`config.mk`:
```
export PLATFORM = sky130hd
export DESIGN_NAME = alu_exec_unit
export DESIGN_NICKNAME = d
export VERILOG_FILES = /design/src/rtl/alu_exec_pkg.sv /design/src/rtl/alu_shift_iter.sv /design/src/rtl/alu_exec_unit.sv
export SDC_FILE = /design/constraint.sdc
export NUM_CORES = 1
export LEC_CHECK = 0
export CORE_ASPECT_RATIO = 1.75
export CORE_MARGIN = 8
export CORE_UTILIZATION = 45
export DETAILED_ROUTE_END_ITERATION = 7
export PLACE_DENSITY = 0.67
export SETUP_SLACK_MARGIN = 0.2
export SLEW_MARGIN = 5
export SYNTH_ARGS = -nofsm -noshare
export SYNTH_HDL_FRONTEND = slang
export SYNTH_SLANG_ARGS = --single-unit
```
`constraint.sdc`:
```
create_clock -name clk -period 2.7 [get_ports clk]
set_input_delay 0.54 -clock clk [delete_from_list [all_inputs] [get_ports clk]]
set_output_delay 0.54 -clock clk [all_outputs]
set_load 0.005 [all_outputs]
```
`src/rtl/alu_exec_pkg.sv`:
```
// ----------------------------------------------------------------------------
// alu_exec_pkg
//   Shared definitions for the execute-stage ALU (alu_exec_unit):
//     - alu_op_e     : 4-bit operation codes from the ALU control decoder
//     - alu_state_e  : control FSM states (IDLE, SHIFT)
//     - is_shift_op  : true for SRL / SLL / SRA
//   Codes 0100 and 1101-1111 are deliberately absent from the enum; the ALU
//   maps them to a zero result.
// ----------------------------------------------------------------------------
package alu_exec_pkg;

   localparam int OP_W = 4;

   typedef enum logic [OP_W-1:0] {
      OP_AND   = 4'b0000,
      OP_OR    = 4'b0001,
      OP_XOR   = 4'b0010,
      OP_ADD   = 4'b0011,
      OP_EQ    = 4'b0101,
      OP_NE    = 4'b0110,
      OP_LT    = 4'b0111,
      OP_GE    = 4'b1000,
      OP_SRL   = 4'b1001,
      OP_SLL   = 4'b1010,
      OP_SRA   = 4'b1011,
      OP_PASSB = 4'b1100
   } alu_op_e;

   typedef enum logic {
      ST_IDLE  = 1'b0,
      ST_SHIFT = 1'b1
   } alu_state_e;

   function automatic logic is_shift_op(alu_op_e op);
      return (op == OP_SRL) || (op == OP_SLL) || (op == OP_SRA);
   endfunction

endpackage

```
`src/rtl/alu_shift_iter.sv`:
```
// ----------------------------------------------------------------------------
// alu_shift_iter
//   Iterative shifter, one bit position per clock.
//   Ports:
//     clk, reset  : clock, asynchronous active-low reset
//     load        : capture src/shamt/dir/arith and start shifting
//     shamt       : shift amount (load with a non-zero value only)
//     dir         : 1 = left shift, 0 = right shift
//     arith       : right shift fills with the sign bit (ignored for left)
//     src         : value to shift
//     done        : the current cycle performs the final shift step
//     result      : value after the current step; valid when done=1
//   done/result are combinational so the caller can register the final value
//   on the same edge as the last step, giving a latency of exactly shamt.
// ----------------------------------------------------------------------------
module alu_shift_iter #(
   parameter int DATA_WIDTH = 32,
   parameter int SHW        = 5
) (
   input  logic                  clk,
   input  logic                  reset,
   input  logic                  load,
   input  logic [SHW-1:0]        shamt,
   input  logic                  dir,
   input  logic                  arith,
   input  logic [DATA_WIDTH-1:0] src,
   output logic                  done,
   output logic [DATA_WIDTH-1:0] result
);

   localparam logic [SHW-1:0] CNT_ONE = SHW'(1);

   logic [DATA_WIDTH-1:0] data_q;
   logic [DATA_WIDTH-1:0] shifted;
   logic [SHW-1:0]        cnt_q;
   logic                  dir_q;
   logic                  arith_q;

   always_comb begin
      shifted = data_q;
      if (dir_q) begin
         shifted = {data_q[DATA_WIDTH-2:0], 1'b0};
      end else begin
         shifted = {arith_q & data_q[DATA_WIDTH-1], data_q[DATA_WIDTH-1:1]};
      end
   end

   always_ff @(posedge clk or negedge reset) begin
      if (!reset) begin
         data_q  <= '0;
         cnt_q   <= '0;
         dir_q   <= 1'b0;
         arith_q <= 1'b0;
      end else if (load) begin
         data_q  <= src;
         cnt_q   <= shamt;
         dir_q   <= dir;
         arith_q <= arith;
      end else if (cnt_q != '0) begin
         data_q <= shifted;
         cnt_q  <= cnt_q - CNT_ONE;
      end
   end

   assign done   = (cnt_q == CNT_ONE);
   assign result = shifted;

endmodule

```
`src/rtl/alu_exec_unit.sv`:
```
// ----------------------------------------------------------------------------
// alu_exec_unit
//   Execute-stage ALU between the ID/EX and EX/MEM registers. Takes one
//   operation per input handshake and returns a registered result plus a
//   registered Zero flag. Logic, add, compare and PASSB complete in one cycle;
//   shifts use the iterative shifter (shamt cycles) unless the barrel build is
//   selected.
//   Ports:
//     clk, reset          : clock, asynchronous active-low reset
//     in_valid / in_ready : input handshake for Operation, SrcA, SrcB
//     Operation           : 4-bit op code (alu_op_e)
//     SrcA, SrcB          : operands; shift amount is SrcB[SHW-1:0]
//     out_valid/out_ready : output handshake for ALUResult, Zero
//     ALUResult, Zero     : result and (result == 0), registered together
//     busy                : iterative shift in progress (FSM in SHIFT)
//   Configuration macro:
//     ALU_BARREL_SHIFT_EN : shifts use a single-cycle barrel shifter, the
//                           SHIFT state is never entered and busy is 0.
//                           Results are identical; only latency differs.
//
//   Handshake: a transfer happens on a rising edge where valid and ready are
//   both high. A producer holds valid and its payload stable until that edge;
//   ready may change freely. out_valid/ALUResult/Zero hold while
//   out_valid && !out_ready, and in_ready is low then, so no result is lost.
// ----------------------------------------------------------------------------
module alu_exec_unit
   import alu_exec_pkg::*;
#(
   parameter int DATA_WIDTH = 32
) (
   input  logic                  clk,
   input  logic                  reset,
   input  logic                  in_valid,
   output logic                  in_ready,
   input  logic [3:0]            Operation,
   input  logic [DATA_WIDTH-1:0] SrcA,
   input  logic [DATA_WIDTH-1:0] SrcB,
   output logic                  out_valid,
   input  logic                  out_ready,
   output logic [DATA_WIDTH-1:0] ALUResult,
   output logic                  Zero,
   output logic                  busy
);

   localparam int SHW = $clog2(DATA_WIDTH);

   alu_op_e               op;
   logic [SHW-1:0]        shamt;
   logic                  accept;
   logic                  start_shift;
   logic                  sh_done;
   logic [DATA_WIDTH-1:0] sh_result;
   logic [DATA_WIDTH-1:0] comb_result;
   alu_state_e            state_q;
   alu_state_e            state_d;

   assign op     = alu_op_e'(Operation);
   assign shamt  = SrcB[SHW-1:0];
   assign accept = in_valid && in_ready;

   // Single-cycle datapath. In the iterative build a shift reaching this path
   // always has shamt == 0, so its result is simply SrcA.
   always_comb begin
      comb_result = '0;
      case (op)
         OP_AND:   comb_result = SrcA & SrcB;
         OP_OR:    comb_result = SrcA | SrcB;
         OP_XOR:   comb_result = SrcA ^ SrcB;
         OP_ADD:   comb_result = SrcA + SrcB;
         OP_EQ:    comb_result[0] = (SrcA == SrcB);
         OP_NE:    comb_result[0] = (SrcA != SrcB);
         OP_LT:    comb_result[0] = ($signed(SrcA) <  $signed(SrcB));
         OP_GE:    comb_result[0] = ($signed(SrcA) >= $signed(SrcB));
         OP_PASSB: comb_result = SrcB;
`ifdef ALU_BARREL_SHIFT_EN
         OP_SRL:   comb_result = SrcA >> shamt;
         OP_SLL:   comb_result = SrcA << shamt;
         OP_SRA:   comb_result = $unsigned($signed(SrcA) >>> shamt);
`else
         OP_SRL, OP_SLL, OP_SRA: comb_result = SrcA;
`endif
         default:  comb_result = '0;
      endcase
   end

`ifdef ALU_BARREL_SHIFT_EN
   assign start_shift = 1'b0;
   assign sh_done     = 1'b0;
   assign sh_result   = '0;
`else
   assign start_shift = accept && is_shift_op(op) && (shamt != '0);

   alu_shift_iter #(
      .DATA_WIDTH (DATA_WIDTH),
      .SHW        (SHW)
   ) u_shift (
      .clk    (clk),
      .reset  (reset),
      .load   (start_shift),
      .shamt  (shamt),
      .dir    (op == OP_SLL),
      .arith  (op == OP_SRA),
      .src    (SrcA),
      .done   (sh_done),
      .result (sh_result)
   );
`endif

   // FSM: state register
   always_ff @(posedge clk or negedge reset) begin
      if (!reset) begin
         state_q <= ST_IDLE;
      end else begin
         state_q <= state_d;
      end
   end

   // FSM: next state
   always_comb begin
      state_d = state_q;
      case (state_q)
         ST_IDLE:  if (start_shift) state_d = ST_SHIFT;
         ST_SHIFT: if (sh_done)     state_d = ST_IDLE;
         default:  state_d = ST_IDLE;
      endcase
   end

   // FSM: outputs. busy is the SHIFT state made visible outside the unit.
   always_comb begin
      in_ready = (state_q == ST_IDLE) && (!out_valid || out_ready);
`ifdef ALU_BARREL_SHIFT_EN
      busy     = 1'b0;
`else
      busy     = (state_q == ST_SHIFT);
`endif
   end

   // Result register. A new result (single-cycle accept or final shift step)
   // takes priority over clearing out_valid, which gives the no-bubble
   // handshake-and-accept on one edge.
   always_ff @(posedge clk or negedge reset) begin
      if (!reset) begin
         out_valid <= 1'b0;
         ALUResult <= '0;
         Zero      <= 1'b1;
      end else if (accept && !start_shift) begin
         out_valid <= 1'b1;
         ALUResult <= comb_result;
         Zero      <= (comb_result == '0);
      end else if ((state_q == ST_SHIFT) && sh_done) begin
         out_valid <= 1'b1;
         ALUResult <= sh_result;
         Zero      <= (sh_result == '0);
      end else if (out_ready) begin
         out_valid <= 1'b0;
      end
   end

endmodule

```
==> impl_metrics.toml, run 1 <==
[critical_path]
worst_ep_required_time_ns = 2.95
critical_path_arrival_ns = 3.39
r2r-start = "u_shift.dir_q$_DFFE_PN0P_"
path_cells = "buf_8 -> buf_6 -> inv_12 -> ha_4 -> o211ai_1 -> buf_4 -> nor3_4 -> o211ai_4 -> o211ai_1 -> mux2i_1 -> a211oi_1 -> buf_4 -> nand4_1 -> nor4b_2 -> nand4_1 -> o31ai_2"
cpPeakStageDelay_ns = 0.33
end_kind = "register"
critical_path_class = "in -> reg"
crit_buf_inv = 5
crit_start = "SrcB[2]"
r2r_end = "Zero$_DFFE_PN1P_"
r2r_slack_ns = 0.04
path_delay_family = "compound AO/OA/AOI/OAI gates"
slowest_stage = "nor4b_2"
r2r_cells = 9
crit_fanout = 4
crit_path_start_kind = "input port"

[global_route]
use_met3 = 0.0261
grt_util_met1 = 0.340
grt_pass1_wl_mm = 58.5
grt_max_degree = 75
use_met2 = 0.569
gr-max-usage-layer = "met2"
antenna_found_initial = 0
grt-ovfl-total = 0
grt_pass1_vias = 11100
grtUsageTotal = 0.310

[placement]
portBuffers = 107
gp_congestion = 1.05
post-place-cells = 1725
post-place-ws_ns = -1.49
dpl.hpwl_mm = 29.0
dpl_cell_area_um2 = 12600

[sta]
final_hold_viol_count = 0
finalSetupViolCount = 12
fin_skew_ns = 0.00738
finalWorstSetupSlack_ns = -0.438
tightestPinTransition_ns = 0.939
slew_violations = 0
fmax_mhz = 319
finalCriticalPeriod_ns = 3.14
hold_slack_ns = 0.336
finalCritPeriodShare = 1.16
grt_setup_unrepaired = "yes"
slew-limit-headroom = 0.374

[final_layout]
fin_cells = 1804
layout_commonest_cell = "buf_4"
finalInstanceArea_um2 = 14800
diodes = 0
layout-drive-gt1-share = 0.473
fin_util = 0.784
fillers = 1360
final_cell_mix = "buf_4, nor2_1, a21oi_1"
nets = 1730
area_delta_synth_final_pct = 73.3

[pwr]
leakagePower_uw = 0.00666
vdd_drop_max_mv = 0.827
power.density_nw_per_um2 = 570

[route]
dr_total_vias = 10700
drt_pass1_iterations = 6
post_drt_wl_per_cell_um = 20.9
drc = 0
wl_mm = 37.8
drtIter0Drc = 918
vias_per_cell = 5.94
antenna_left = 0

[logic_synthesis]
synth-edff-count = 0
ys_warn_count = 0
netlist_instances = 1095
ys.flop_type = "dfrtp_1"
ys_top_cells_by_area = "dfrtp_1, ha_1, a21oi_1, nor2_1, mux2i_1"
syn_nets = 1267
synth_top_area_cell = "dfrtp_1"
ys_seq_area_frac = 0.216
ys_async_sr_fraction = 1.00
netlist_area_um2 = 8570
synth_seq_cells = 74
synth_area_per_cell_um2 = 7.82
post_synth_num_cell_types = 95
synth_top_area_frac = 0.213

[run_status]
violations = "setup timing"
run_status = "finished with violations"

[cts]
cts-root-buf = "clkbuf_16"
cts_buffers = 9
cts_hold_buffers = 0
cts.htree.levels = 3
cts_buffer_depth = 2
cts_tree = "yes"
cts_sinks = 74
insertion_delay_ns = 0.33
cts.clk_slew.worst_paths_ns = 0.06

[floorplan]
start_util = 0.452
io_pins = 108
die_y_um = 199
core_area_um2 = 18900
die-area_um2 = 23900
dieWidth_um = 120
core.rowCount = 67

[worst_hold_path]
hp-class = "in -> async"

[flow_run]
maxCapViolCount = 0
==> synthesized netlist by cell type, drive strengths merged (4+ instances only) <==
cell / count
o22ai: 9
and3: 10
a221o: 17
nor3b: 4
nor2: 138
o21bai: 8
ha: 99
nand3: 27
mux2i: 35
xnor2: 14
nor4: 12
a31oi: 12
nor3: 19
o2111ai: 6
and2: 4
o211ai: 17
a21oi: 133
a211oi: 15
nand2: 61
nor4b: 10
o21ai: 43
inv: 82
buf: 33
nor2b: 10
nand2b: 4
or3: 5
o31ai: 14
o221ai: 17
a221oi: 15
a22o: 4
a21o: 8
a22oi: 13
xor2: 6
dfrtp: 73
clkbuf: 43
a21boi: 6
nand4: 15
==> how the worst max path moves through the flow <==
stage,to,depth (start not counted)
global placement,Zero$_DFFE_PN1P_,13
CTS,Zero$_DFFE_PN1P_,13
finish,Zero$_DFFE_PN1P_,16
floorplan,Zero$_DFFE_PN1P_,13
detailed placement,Zero$_DFFE_PN1P_,15
global route,Zero$_DFFE_PN1P_,16
==> registers in the layout, indices dropped and copies added (netlist names) <==
signal	count
u_shift.cnt_q	5
busy	1
u_shift.data_q	32
out_valid	1
Zero	1
ALUResult	32
u_shift.dir_q	1
u_shift.arith_q	1
==> cell type report <==
cell class	count	area, um2	share of cell area
Inverter	83	364	0.0245
Clock buffer	11	253	0.0170
Sequential cell	74	1850	0.125
Clock inverter	5	100	0.00674
Tap cell	241	302	0.0203
Multi-Input combinational cell	862	7450	0.502
Timing Repair Buffer	528	4520	0.305
==> cells by family after synthesis <==
logic type | count (synthesis) | share of synthesized area
flip-flops | 74 | 0.216
multiplexers | 36 | 0.0422
AO/OA/AOI/OAI | 365 | 0.291
XOR/XNOR | 20 | 0.0204
AND/OR/NAND/NOR | 341 | 0.203
adder cells (fa/ha/maj) | 100 | 0.147
buffers and inverters | 159 | 0.0799
==> repair_timing <==
action,in CTS,in global routing
gates cloned,1,0
gates resized for setup,454,70
pin swaps,107,65
setup buffers,53,9
setup endpoints to repair,34,31
==> report_power, final <==
group	leakage, uW	internal [uW]	total, uW	switching [uW]
logic	0.00560	2490	4980	2480
registers	0.000881	1660	2080	417
clock network	0.000176	950	1400	455
total	0.00666	5100	8460	3360
==> metal layers <==
layer / share of wire / vias to the layer above
li1: - / 4953
met4: 0.062 / 0
met1: 0.37 / 5094
met5: 0 / -
met2: 0.51 / 517
met3: 0.055 / 145
==> per-stage QoR <==
stage / total power [uW] / setup TNS (ns)
global placement: 6380 / -23.75
CTS: 8270 / -1.46
detailed placement: 6460 / -24.51
global route: 8960 / -3.36
floorplan: 4370 / -0.723
finish: 8460 / -1.95
(Power assumes the default switching activity.)
==> inputs of run 2 (changes only) <==
--- a/config.mk
+++ b/config.mk
@@ -6,10 +6,11 @@
 export NUM_CORES = 1
 export LEC_CHECK = 0
 export CORE_ASPECT_RATIO = 1.75
-export CORE_MARGIN = 8
+export CORE_MARGIN = 5
 export CORE_UTILIZATION = 45
 export DETAILED_ROUTE_END_ITERATION = 7
 export PLACE_DENSITY = 0.67
+export RECOVER_POWER = 25
 export SETUP_SLACK_MARGIN = 0.2
 export SLEW_MARGIN = 5
 export SYNTH_ARGS = -nofsm -noshare
==> impl_metrics.toml, run 2 (same netlist as run 1, synthesis figures left out) <==
[floorplan]
die_y_um = 193
core_area_um2 = 18700
io_pins = 108
core.rowCount = 66
die-area_um2 = 22000
start_util = 0.459
dieWidth_um = 114

[pwr]
vdd_drop_max_mv = 0.712
pwr-share-clk = 0.131
power.density_nw_per_um2 = 549
p_int_uw = 4810
p_seq_frac = 0.254
leakagePower_uw = 0.00668
p_comb_frac = 0.615
switchingPower_uw = 3380
p_sw_frac = 0.413

[cts]
cts.htree.levels = 3
cts_buffer_depth = 2
cts-root-buf = "clkbuf_16"
cts.clk_slew.worst_paths_ns = 0.05
insertion_delay_ns = 0.33
cts_tree = "yes"
cts_buffers = 9
cts_sinks = 74

[global_route]
use_met2 = 0.611
grtUsageTotal = 0.343
grt_util_met1 = 0.381
use_met3 = 0.0430
grt_pass1_vias = 11100
grt_max_degree = 75
antenna_found_initial = 1
grt_pass1_wl_mm = 59.0
gr-max-usage-layer = "met2"
grt-ovfl-total = 0

[critical_path]
r2r_end = "Zero$_DFFE_PN1P_"
r2r_slack_ns = 0.16
slowest_stage = "fa_2"
crit_fanout = 6
worst_ep_required_time_ns = 2.95
r2r-start = "busy$_DFF_PN0_"
crit_path_end = "Zero$_DFFE_PN1P_"
crit_path_start_kind = "input port"
critical_path_arrival_ns = 3.39
r2r_cells = 9
crit_start = "SrcA[0]"
critical_path_class = "in -> reg"
path_cells = "buf_8 -> ha_4 -> fa_2 -> a21oi_4 -> o21ai_4 -> nor4b_4 -> buf_4 -> buf_4 -> o211ai_1 -> a21oi_1 -> xnor2_1 -> o211ai_1 -> nor4_1 -> nand3_1 -> o31ai_2"
cpPeakStageDelay_ns = 0.42
end_kind = "register"

[final_layout]
fillers = 1271
finalInstanceArea_um2 = 14900
diodes = 0
area_delta_synth_final_pct = 74.1
layout_commonest_cell = "buf_4"
fin_cells = 1810
reg.largest.list = "ALUResult x32, u_shift.data_q x32, u_shift.cnt_q x5"
nets = 1739
final_cell_mix = "buf_4, nor2_1, a21oi_1"
layout-drive-gt1-share = 0.477

[placement]
portBuffers = 107
dpl_cell_area_um2 = 12500
dpl.hpwl_mm = 29.1
post-place-cells = 1712
gp_congestion = 0.996
post-place-ws_ns = -1.42

[route]
dr_total_vias = 10900
vias_per_cell = 6.00
post_drt_wl_per_cell_um = 21.4
antenna_left = 0
wl_mm = 38.8
drtIter0Drc = 949
drt_pass1_iterations = 5
drc = 0

[sta]
hold_slack_ns = 0.492
finalCriticalPeriod_ns = 3.14
final_hold_viol_count = 0
tightestPinTransition_ns = 1.87
grt_setup_unrepaired = "yes"
fin_skew_ns = 0.00632
finalWorstSetupSlack_ns = -0.443
finalSetupViolCount = 18
slew-limit-headroom = -0.247
fmax_mhz = 318
slew_violations = 75
tns_ns = -3.45
finalCritPeriodShare = 1.16

[run_status]
violations = "capacitance limit, slew limit, setup timing"
run_status = "finished with violations"

[worst_hold_path]
hold_path_depth = 2
hp-class = "reg -> reg"

[flow_run]
maxCapViolCount = 1
-- run 2: cell types whose count changed in the layout (fill, tap and decap cells not counted), moves of 5 or more --
cell,before,now
dlygate4sd2_1,17,28
clkdlybuf4s15_1,14,6
ha_4,37,42
inv_2,50,44
buf_6,48,65
ha_2,14,6
inv_4,7,13
buf_4,372,367
-- run 2: metal layers --
metal / vias to the layer above / routed length (um)
met1: 5215 / 14000
met2: 523 / 19600
met4: 0 / 2680
li1: 4968 / -
met3: 153 / 2450
met5: - / 0
-- run 2: worst max-delay path, delay by kind of cell --
kind	cells	cell delay, ns
adder cells (fa/ha/maj)	2	0.58
buffers and inverters	3	0.39
AO/OA/AOI/OAI	6	1.06
AND/OR/NAND/NOR	3	0.59
XOR/XNOR	1	0.22
-- run 2: final cells by class --
| type | instances | area (um2) | area share |
|---|---|---|---|
| multi-input cells | 862 | 7540 | 0.506 |
| repair buffers | 537 | 4580 | 0.307 |
| flip-flops and latches | 74 | 1850 | 0.124 |
| inverters | 83 | 369 | 0.0248 |
| well taps | 238 | 298 | 0.0200 |
| clock buffers | 13 | 250 | 0.0168 |
| clock inverters | 3 | 15.0 | 0.00101 |
-- run 2: metrics by stage --
step	utilization	total power [uW]
after detailed placement	0.671	6450
after global placement	0.671	6340
after floorplan	-	4370
after CTS	0.777	7980
after global routing	0.799	8700
final	0.799	8190
-- run 2: worst min path at each step --
stage                               from  slack, ns                   endpoint
4_1_cts                            reset       0.37   ALUResult[2]$_DFFE_PN0P_
2_1_floorplan                      reset       0.24   ALUResult[0]$_DFFE_PN0P_
5_1_grt        ALUResult[29]$_DFFE_PN0P_       0.53  ALUResult[29]$_DFFE_PN0P_
3_3_place_gp   ALUResult[22]$_DFFE_PN0P_       0.47  ALUResult[22]$_DFFE_PN0P_
6_report       ALUResult[25]$_DFFE_PN0P_       0.49  ALUResult[25]$_DFFE_PN0P_
3_5_place_dp   ALUResult[25]$_DFFE_PN0P_       0.48  ALUResult[25]$_DFFE_PN0P_
-- run 2: power groups by stage --
stage	Clock [uW]	Combinational [uW]	Sequential (uW)
floorplan	0	2400	1970
global placement	0	4280	2060
detailed placement	0	4370	2080
CTS	1090	4830	2070
global route	1130	5440	2120
finish	1070	5040	2080
-- run 2: repair_timing --
item / CTS / global route
setup buffers: 61 / 19
gates resized for setup: 488 / 57
endpoints found under the setup margin: 34 / 33
hold endpoints to repair: 0 / 0
gates cloned: 2 / 0
hold buffers: 0 / 0
pin swaps: 109 / 61
==> inputs of run 3 (changes only) <==
--- a/config.mk
+++ b/config.mk
@@ -12,7 +12,6 @@
 export PLACE_DENSITY = 0.67
 export RECOVER_POWER = 25
 export SETUP_SLACK_MARGIN = 0.2
-export SLEW_MARGIN = 5
 export SYNTH_ARGS = -nofsm -noshare
 export SYNTH_HDL_FRONTEND = slang
 export SYNTH_SLANG_ARGS = --single-unit
==> results of run 3 <==
The final DEF is identical to that of run 2; final timing and power are the same.
